## src/rtl/if_prefetch_queue.sv

```systemverilog
// Instruction-fetch prefetch queue: runs sequential ROM reads ahead of decode and handles MIPS delay-slot redirects.
// Optional build macro PFQ_PERF_CNT_EN adds saturating empty-cycle and flush counters.
module if_prefetch_queue #(
  parameter int              ADDR_W   = 32,
  parameter int              DATA_W   = 32,
  parameter int              DEPTH    = 4,
  parameter logic [ADDR_W-1:0] RESET_PC = '0
) (
  input  logic              clk,
  input  logic              rst,
  output logic              rom_ce_o,
  output logic [ADDR_W-1:0] rom_addr_o,
  input  logic [DATA_W-1:0] rom_data_i,
  input  logic              stall_i,
  input  logic              branch_flag_i,
  input  logic [ADDR_W-1:0] branch_target_i,
  output logic              id_valid_o,
  output logic [ADDR_W-1:0] id_pc_o,
  output logic [DATA_W-1:0] id_inst_o
`ifdef PFQ_PERF_CNT_EN
  ,
  output logic [31:0]       perf_empty_o,
  output logic [31:0]       perf_flush_o
`endif
);

  localparam int AW = $clog2(DEPTH);
  localparam int PW = AW + 1;

  logic [ADDR_W-1:0] pc_mem   [DEPTH];
  logic [DATA_W-1:0] inst_mem [DEPTH];

  logic [PW-1:0]     wr_ptr, rd_ptr, wr_ptr_nxt, rd_ptr_nxt;
  logic [PW-1:0]     count, keep_n;
  logic              inflight;
  logic [ADDR_W-1:0] inflight_pc;
  logic [ADDR_W-1:0] fetch_pc, fetch_pc_nxt;
  logic              redir_pend, redir_pend_nxt;
  logic [ADDR_W-1:0] pend_target;

  logic empty, full, issue_ok, issue, pop, push;
  logic retain_q, set_pend;

  // ID handshake: id_valid_o is the valid, !stall_i is the ready; an entry
  // is consumed exactly on a cycle where both are high.
  always_comb begin
    count    = wr_ptr - rd_ptr;
    empty    = (wr_ptr == rd_ptr);
    full     = (wr_ptr[AW] != rd_ptr[AW]) && (wr_ptr[AW-1:0] == rd_ptr[AW-1:0]);
    issue_ok = !full && ((int'(count) + int'(inflight)) < DEPTH);
    pop      = !empty && !stall_i;
    // Entries left behind the (possibly departing) head decide delay-slot retention.
    keep_n   = count - {{AW{1'b0}}, pop};
    retain_q = branch_flag_i && (keep_n != '0);
    set_pend = branch_flag_i && (keep_n == '0) && !inflight;
    push     = inflight && !retain_q;
    issue    = rst && issue_ok && !branch_flag_i;

    rd_ptr_nxt = rd_ptr + {{AW{1'b0}}, pop};
    if (retain_q) wr_ptr_nxt = rd_ptr_nxt + {{AW{1'b0}}, 1'b1};
    else          wr_ptr_nxt = wr_ptr + {{AW{1'b0}}, push};

    fetch_pc_nxt   = fetch_pc;
    redir_pend_nxt = redir_pend;
    if (branch_flag_i) begin
      if (set_pend) redir_pend_nxt = 1'b1;
      else          fetch_pc_nxt   = branch_target_i;
    end else if (issue) begin
      // A pending redirect jumps to its target right after the delay-slot fetch.
      if (redir_pend) begin
        fetch_pc_nxt   = pend_target;
        redir_pend_nxt = 1'b0;
      end else begin
        fetch_pc_nxt = fetch_pc + ADDR_W'(4);
      end
    end
  end

  always_ff @(posedge clk or negedge rst) begin
    if (!rst) begin
      wr_ptr      <= '0;
      rd_ptr      <= '0;
      inflight    <= 1'b0;
      inflight_pc <= '0;
      fetch_pc    <= RESET_PC;
      redir_pend  <= 1'b0;
      pend_target <= '0;
    end else begin
      wr_ptr     <= wr_ptr_nxt;
      rd_ptr     <= rd_ptr_nxt;
      inflight   <= issue;
      fetch_pc   <= fetch_pc_nxt;
      redir_pend <= redir_pend_nxt;
      if (issue)    inflight_pc <= fetch_pc;
      if (set_pend) pend_target <= branch_target_i;
    end
  end

  always_ff @(posedge clk) begin
    if (rst && push) begin
      pc_mem[wr_ptr[AW-1:0]]   <= inflight_pc;
      inst_mem[wr_ptr[AW-1:0]] <= rom_data_i;
    end
  end

  // Outputs are gated by rst so they read zero while reset is held.
  always_comb begin
    rom_ce_o   = issue;
    rom_addr_o = rst ? fetch_pc : '0;
    id_valid_o = rst && !empty;
    id_pc_o    = id_valid_o ? pc_mem[rd_ptr[AW-1:0]]   : '0;
    id_inst_o  = id_valid_o ? inst_mem[rd_ptr[AW-1:0]] : '0;
  end

`ifdef PFQ_PERF_CNT_EN
  always_ff @(posedge clk or negedge rst) begin
    if (!rst) begin
      perf_empty_o <= '0;
      perf_flush_o <= '0;
    end else begin
      if (!id_valid_o && !stall_i && (perf_empty_o != 32'hFFFF_FFFF))
        perf_empty_o <= perf_empty_o + 32'd1;
      if (branch_flag_i && (perf_flush_o != 32'hFFFF_FFFF))
        perf_flush_o <= perf_flush_o + 32'd1;
    end
  end
`endif

  // Only one delay slot can be pending; a second redirect before it issues is illegal.
  redir_pend_single: assert property (@(posedge clk) disable iff (!rst)
    !(branch_flag_i && redir_pend));

endmodule

```

## config.mk

```make
export PLATFORM = sky130hd
export DESIGN_NAME = if_prefetch_queue
export DESIGN_NICKNAME = d
export VERILOG_FILES = /design/src/rtl/if_prefetch_queue.sv
export SDC_FILE = /design/constraint.sdc
export NUM_CORES = 1
export LEC_CHECK = 0
export CORE_MARGIN = 5
export CORE_UTILIZATION = 40
export DETAILED_ROUTE_END_ITERATION = 8
export PLACE_DENSITY = 0.64
export SLEW_MARGIN = 20
export SYNTH_ARGS = -nofsm -noshare
export SYNTH_HDL_FRONTEND = slang
export SYNTH_SLANG_ARGS = --single-unit
```

## constraint.sdc

```tcl
create_clock -name clk -period 3.75 [get_ports clk]
set_input_delay 0.75 -clock clk [delete_from_list [all_inputs] [get_ports clk]]
set_output_delay 0.75 -clock clk [all_outputs]
set_load 0.02 [all_outputs]
```

Word-level counts from Yosys, hierarchy flattened
Memories as Yosys holds them, arrays and structs flattened.
Index checks and enable logic that the tools add are counted.

cells by class
  order comparisons = 1
  reductions and logical operators = 22
  mux-type cells = 13
  add/subtract/negate cells = 7
  eq/ne operators = 5

operators with widths
  operator                 count
  $mux W32                 7
  $add A32 B3 Y32 const B  1
  $logic_and A1 B1 Y1      11
  $add A3 B1 Y3            2
  $logic_not A1 Y1         6
  $mux W1                  5
  $add A3 B1 Y4            1
  $lt A4 B3 Y1 const B     1
  $reduce_and A2 Y1        2
  $add A3 B1 Y3 const B    1
  $eq A3 B3 Y1             1
  $logic_not A3 Y1         1
  $mux W3                  1
  $reduce_bool A3 Y1       1
  $sub A3 B1 Y3            1
  $sub A3 B3 Y3            1
  $eq A2 B2 Y1             1
  $ne A2 B1 Y1 const B     1
  $ne A2 B2 Y1 const B     1
  $reduce_bool A2 Y1       1
  $ne A1 B1 Y1             1

word-level totals
  bits of input ports = 68
  register bits = 104
  memory bits (writable) = 256
  memories kept = 2
  word-level logic and storage cells = 57
  output and inout bits = 98

memory list
  name      words  bits a word  read ports  clocked after memory_dff  write ports  RTL line  source
  inst_mem  4      32           1           0                         1            31        logic [DATA_W-1:0] inst_mem [DEPTH];
  pc_mem    4      32           1           0                         1            30        logic [ADDR_W-1:0] pc_mem [DEPTH];

Logic depth before layout (Yosys ltp)
  depth in word-level cells = 11
  gate-level depth with buffers = 12
  depth with buffers taken out = 12

Least setup slack after synthesis
No wires, ideal clock.

  path kind = register -> register
  start = register wr_ptr[0]
  end = memory inst_mem[1][0] (enable)
  required time = 3321 ps
  stages on the path, launching flop included = 9
  buffers on the path = 0
  library setup time = 429 ps
  arrival = 3568 ps
  clock period less this slack = 3998 ps
  setup slack = -248 ps
  cells stage by stage = dfrtp_1 inv_1 ha_1 fa_1 xnor3_1 o21ai_1 a21boi_1 o21ai_1 and3_1

on the way
  cells in the longest elaborated chain, start to end = 11
  elaborated cells on any way between the ends = 12
  classes of those cells = add/sub (2); eq/ne (1); mux (2); reduce/logical (7)

ends and longest elaborated chain
  what                                                                    RTL line  source
  start, declared                                                         33        logic [PW-1:0] wr_ptr, rd_ptr, wr_ptr_nxt, rd_ptr_nxt;
  start signal, assigned                                                  89        wr_ptr <= wr_ptr_nxt;
  parallel branches: the longest is 11 deep, another holds $sub A3 B3 Y3  --
  end, declared                                                           31

Several ways; the timed one is not identified.

Worst setup path after layout
  start = register rd_ptr[0]
  end = output rom_ce_o

on the way
  cells in the longest elaborated chain, start to end = 6
  elaborated cells on any way between the ends = 9
  classes of those cells = add/sub (2); order compare (1); eq/ne (1); reduce/logical (5)

ends and longest elaborated chain
  what                                                  RTL line  source
  start, declared                                       33
  start signal, assigned                                90        rd_ptr <= rd_ptr_nxt;
  $sub A3 B3 Y3 or $eq A2 B2 Y1 (tied branches)         47, 49
  $add A3 B1 Y4 or $logic_and A1 B1 Y1 (tied branches)  50, 49
  $lt A4 B3 Y1 or $logic_not A1 Y1 (tied branches)      50        issue_ok = !full && ((int'(count) + int'(inflight)) < DEPTH);
  $logic_and A1 B1 Y1 *                                 50
  $logic_and A1 B1 Y1 * (2 in a row)                    57        issue = rst && issue_ok && !branch_flag_i;
  end, declared                                         11        output logic rom_ce_o,

Mark *: on every way between the ends. The rest lies on a longest branch, timed or not.

==> results.md <==
Place:
- The total half-perimeter wirelength after legalization and detailed placement is 22200 µm.
- Routability-driven placement finished with a final weighted congestion of roughly 0.9.
- Before CTS, the worst setup slack after placement is ~0.47 ns.
- Buffers placed on the I/O ports in this run total ~170.

CTS:
- Clock latency on the worst-skew pair, taken at its later pin, is approximately 0.53 ns.
- The buffer cell driving the clock tree root is clkbuf_16.
- The post-cts resize count is 2.
- Buffers inserted during clock tree synthesis total 39.
- TritonCTS built the clock tree.
- The cts-stage hold buffer count is 0.
- In this run the deepest clock path goes through 3 buffers.
- Buffers added to address setup during post-CTS repair amount to 0.
- In this run the number of H-tree levels came out at 2.
- The number of clock sinks seen by CTS is 360.
- After clock tree synthesis, the clock-pin slew on the worst setup and hold paths is ~0.06 ns.

Outcome:
- The run finished with clean final reports.

Cells and area:
- The number of filler cells placed in the layout is approximately 3200.
- From synthesis to final layout, the design area changed by 24.2%.
- Of the cells placed in the final design, the portion with a size suffix greater than 1 is 17.3%.
- The most common cell after layout, fill and taps aside is edfxtp_1.
- The final net count is between 1000 and 1500.
- The repair_antennas step left the layout with diodes totalling 0.
- The final core area utilization is ~50%.
- The library cells used most frequently in the layout, excluding fill and tap cells, are 256 x edfxtp_1, 163 x clkdlybuf4s50_1, 103 x nand2_1, 102 x dfrtp_1, 68 x nor2b_1.

STA:
- Derived from the worst setup path, the maximum achievable clock frequency is between 200 and 300 MHz.
- Setup violations remaining at the end of the flow were counted as 0.
- Between clock sinks in the finished design, the worst skew comes to 0.0190 ns.
- The final hold violation count is 0.
- The minimum setup slack in the final design is between 0.2 and 0.25 ns.
- The clock period minus worst slack is 3.55 ns.
- The part of the cycle the worst path needs is a little over nine tenths.
- The final-layout setup total negative slack is 0 ns.
- At the pin with the least slew margin, the transition time is about 0.95 ns.
- The worst relative slew slack is between 30% and 40%.
- The final number of max-transition violations is 0.
- Setup repair after global routing left no endpoint under its margin.

Critical path:
- At the worst endpoint, the arrival time is between 2 and 3 ns.
- The cell family with the largest share of critical-path delay is adder cells.
- The data required time of the worst path is ~3 ns.
- Walking the worst path, the cells encountered are ha_1, fa_1, or2_1, a221o_2, inv_2, dlygate4sd2_1.
- The worst path buffer plus inverter count is 2.
- The slowest library cell on the worst path is dfrtp_4.
- On the worst path, the slowest cell contributes a delay of approximately 0.49 ns.
- The worst setup path is captured at an output port.
- The startpoint kind of the worst setup timing path is a register.
- In this run the worst path has a maximum fanout of 4.
- The path type of the worst setup path is register to output port.

GRT:
- Global routing used between 10% and 20% of the available tracks across all layers.
- Summed over all layers, the global routing overflow is 0.
- The wire length of the first global-routing pass is 54900 µm.
- The number of antenna violations at the first check in global routing came to 0.
- The via count of the first global-routing pass came to roughly 9400.
- Entering global routing, the biggest net connects 67 pins.

Route:
- Dividing the detail-routed via count by the number of cells gives ~5.3.
- The starting DRC count in detailed routing is 526.
- The average wire per standard cell is 20.4 µm.
- The post-route antenna net violation count is 0.
- The remaining design rule violation count is 0.
- The total wire length after detailed routing is 34900 µm.
- Before antenna repair, the detailed router went through 4 iterations.
- Detailed routing inserted a total of around 9000 vias.

Die:
- The initialized floorplan defines 71 standard-cell rows.
- The die covers between 0.04 and 0.05 mm².
- The top-level port count is ~170.
- After floorplanning, the core was sized to cover approximately 0.038 mm².
- Once the floorplan was initialized, standard cells occupied slightly above 40% of the core.
- The horizontal die dimension is between 200 and 250 µm.
- In this run the vertical extent of the chip is 206 µm.

Logic synthesis:
- A synthesized cell averages roughly 15 µm².
- The number of flops mapped to enable cells by yosys is 256.
- The number of warnings printed during yosys synthesis is 0.
- The distinct cell type count after synthesis is a little over 70.
- Synthesis inferred 360 register bits.
- The cell count after synthesis is 997.
- The cell accounting for the most synthesized area is edfxtp_1.
- The share of the synthesized area in the top cell type is between 50 and 60%.
- The net count after synthesis is roughly 1100.
- The main flop type after synthesis is edfxtp_1.
- The share of flip-flops with an asynchronous set or reset is between 20% and 30%.
- In this run the cell area of the synthesized design comes to roughly 0.015 mm².
- By area the synthesized netlist is led by edfxtp_1 50%, dfrtp_1 17%, mux4_2 9.4%.
- The portion of the post-synthesis area used by sequential elements is about two thirds.

Power:
- The analysis attributes to cell leakage a power of a little under 7 nW.
- Of the total power, the share spent switching nets is roughly 34%.
- In this run the power spent charging and discharging nets is around 5.3 mW.
- The part of the total power dissipated in sequential elements is 37.9%.
- The power share of the combinational group is between 30% and 40%.
- The total power divided by cell area is approximately 820 mW/mm².
- The share of total power dissipated in the clock network is approximately a quarter.
- The cell-internal power is 10.3 mW.
- The maximum ir drop on the vdd rail is 0.535 mV.

Min path:
- In this run the worst hold path is classified as input pin to asynchronous set/reset pin.

Run:
- The tool flagged a number of max-cap violations equal to 0.
registers in the layout (all words and copies together) (netlist names):
signal	flops
inst_mem	128
pc_mem	128
fetch_pc	32
inflight_pc	32
pend_target	32
rd_ptr	3
wr_ptr	3
inflight	1
redir_pend	1
synth_stat cells, types with 6 or more instances:
| library cell | number |
|---|---|
| a21oi_1 | 18 |
| a22o_1 | 9 |
| a31oi_1 | 10 |
| and2_1 | 36 |
| and3_1 | 8 |
| buf_2 | 23 |
| clkbuf_1 | 32 |
| dfrtp_1 | 104 |
| edfxtp_1 | 256 |
| ha_1 | 7 |
| inv_1 | 19 |
| mux2_1 | 8 |
| mux2_2 | 33 |
| mux2i_1 | 10 |
| mux4_2 | 64 |
| nand2_1 | 103 |
| nand3_1 | 12 |
| nand4_1 | 10 |
| nor2_1 | 26 |
| nor2b_1 | 68 |
| nor3_1 | 7 |
| o21ai_0 | 22 |
| o21ai_1 | 6 |
| o22ai_1 | 10 |
| xnor2_1 | 6 |
| xor2_1 | 6 |
final timing paths:
kind / depth (start not counted) / start / to / slack, ns
worst max-delay path: 6 / rd_ptr[0]$_DFF_PN0_ / rom_ce_o / 0.20
worst min-delay path: 1 / rst / pend_target[18]$_DFFE_PN0P_ / 0.1
worst max register to register: 11 / rd_ptr[0]$_DFF_PN0_ / wr_ptr[1]$_DFF_PN0_ / 0.45
worst min register to register: 1 / pend_target[15]$_DFFE_PN0P_ / pend_target[15]$_DFFE_PN0P_ / 0.48
max in group asynchronous: 3 / rst / fetch_pc[22]$_DFFE_PN0P_ / 2.64
min in group clk: 1 / pend_target[15]$_DFFE_PN0P_ / pend_target[15]$_DFFE_PN0P_ / 0.48
worst register-to-register path: stages, from the launching register on:
cell and delay [ns]:
dfrtp_4 0.49, ha_1 0.20, fa_1 0.44, xnor3_1 0.35
o21ai_1 0.17, a21boi_1 0.38, o21ai_1 0.12, buf_4 0.18
and2_1 0.16, ha_1 0.18, ha_1 0.26, mux2_2 0.27
power by group through the flow:
stage	sequential (mW)	clock, mW	combinational [mW]
2_1_floorplan	5.56	0	4.02
4_1_cts	5.90	4.03	5.83
3_5_place_dp	5.97	0	5.81
6_report	5.90	3.93	5.74
5_1_grt	6.00	4.18	6.25
3_3_place_gp	5.94	0	5.75
area by class of cell:
type	count	area, µm²	share of cell area [%]
inverter	20	75.1	0.394
tap	511	639	3.36
clock buffer	49	1030	5.43
timing repair buffer	194	1990	10.5
multi-input combinational	553	4710	24.7
clock inverter	21	292	1.53
sequential	360	10300	54.1
cell families after synthesis:
group           synth area share (%)
buf+inv                         2.35
compound gates                  5.28
simple gates                    10.6
xor+xnor                       0.833
fa+ha+maj                      0.702
flops                           67.1
mux                             13.1
stage by stage:
stage	instances	instance area [µm²]	total power, mW	hold WS (ns)
finish	1708	19000	15.6	0.0958
global route	1708	19000	16.4	0.0942
CTS	1708	19000	15.8	0.0855
detailed placement	1638	17700	11.8	0.473
global placement	1638	17700	11.7	0.459
floorplan	997	15300	9.59	0.446
routing by layer:
metal	part of all wire (%)	wire, µm	vias up	global-route usage (%)
met1	44	15500	4513	23.2
met5	0	0	-	0
met4	2.1	728	0	4.31
met2	47	16400	298	26.7
met3	6.3	2200	57	3.40
li1	-	-	4126	-
No activity file was read; power rests on OpenSTA's default activity.
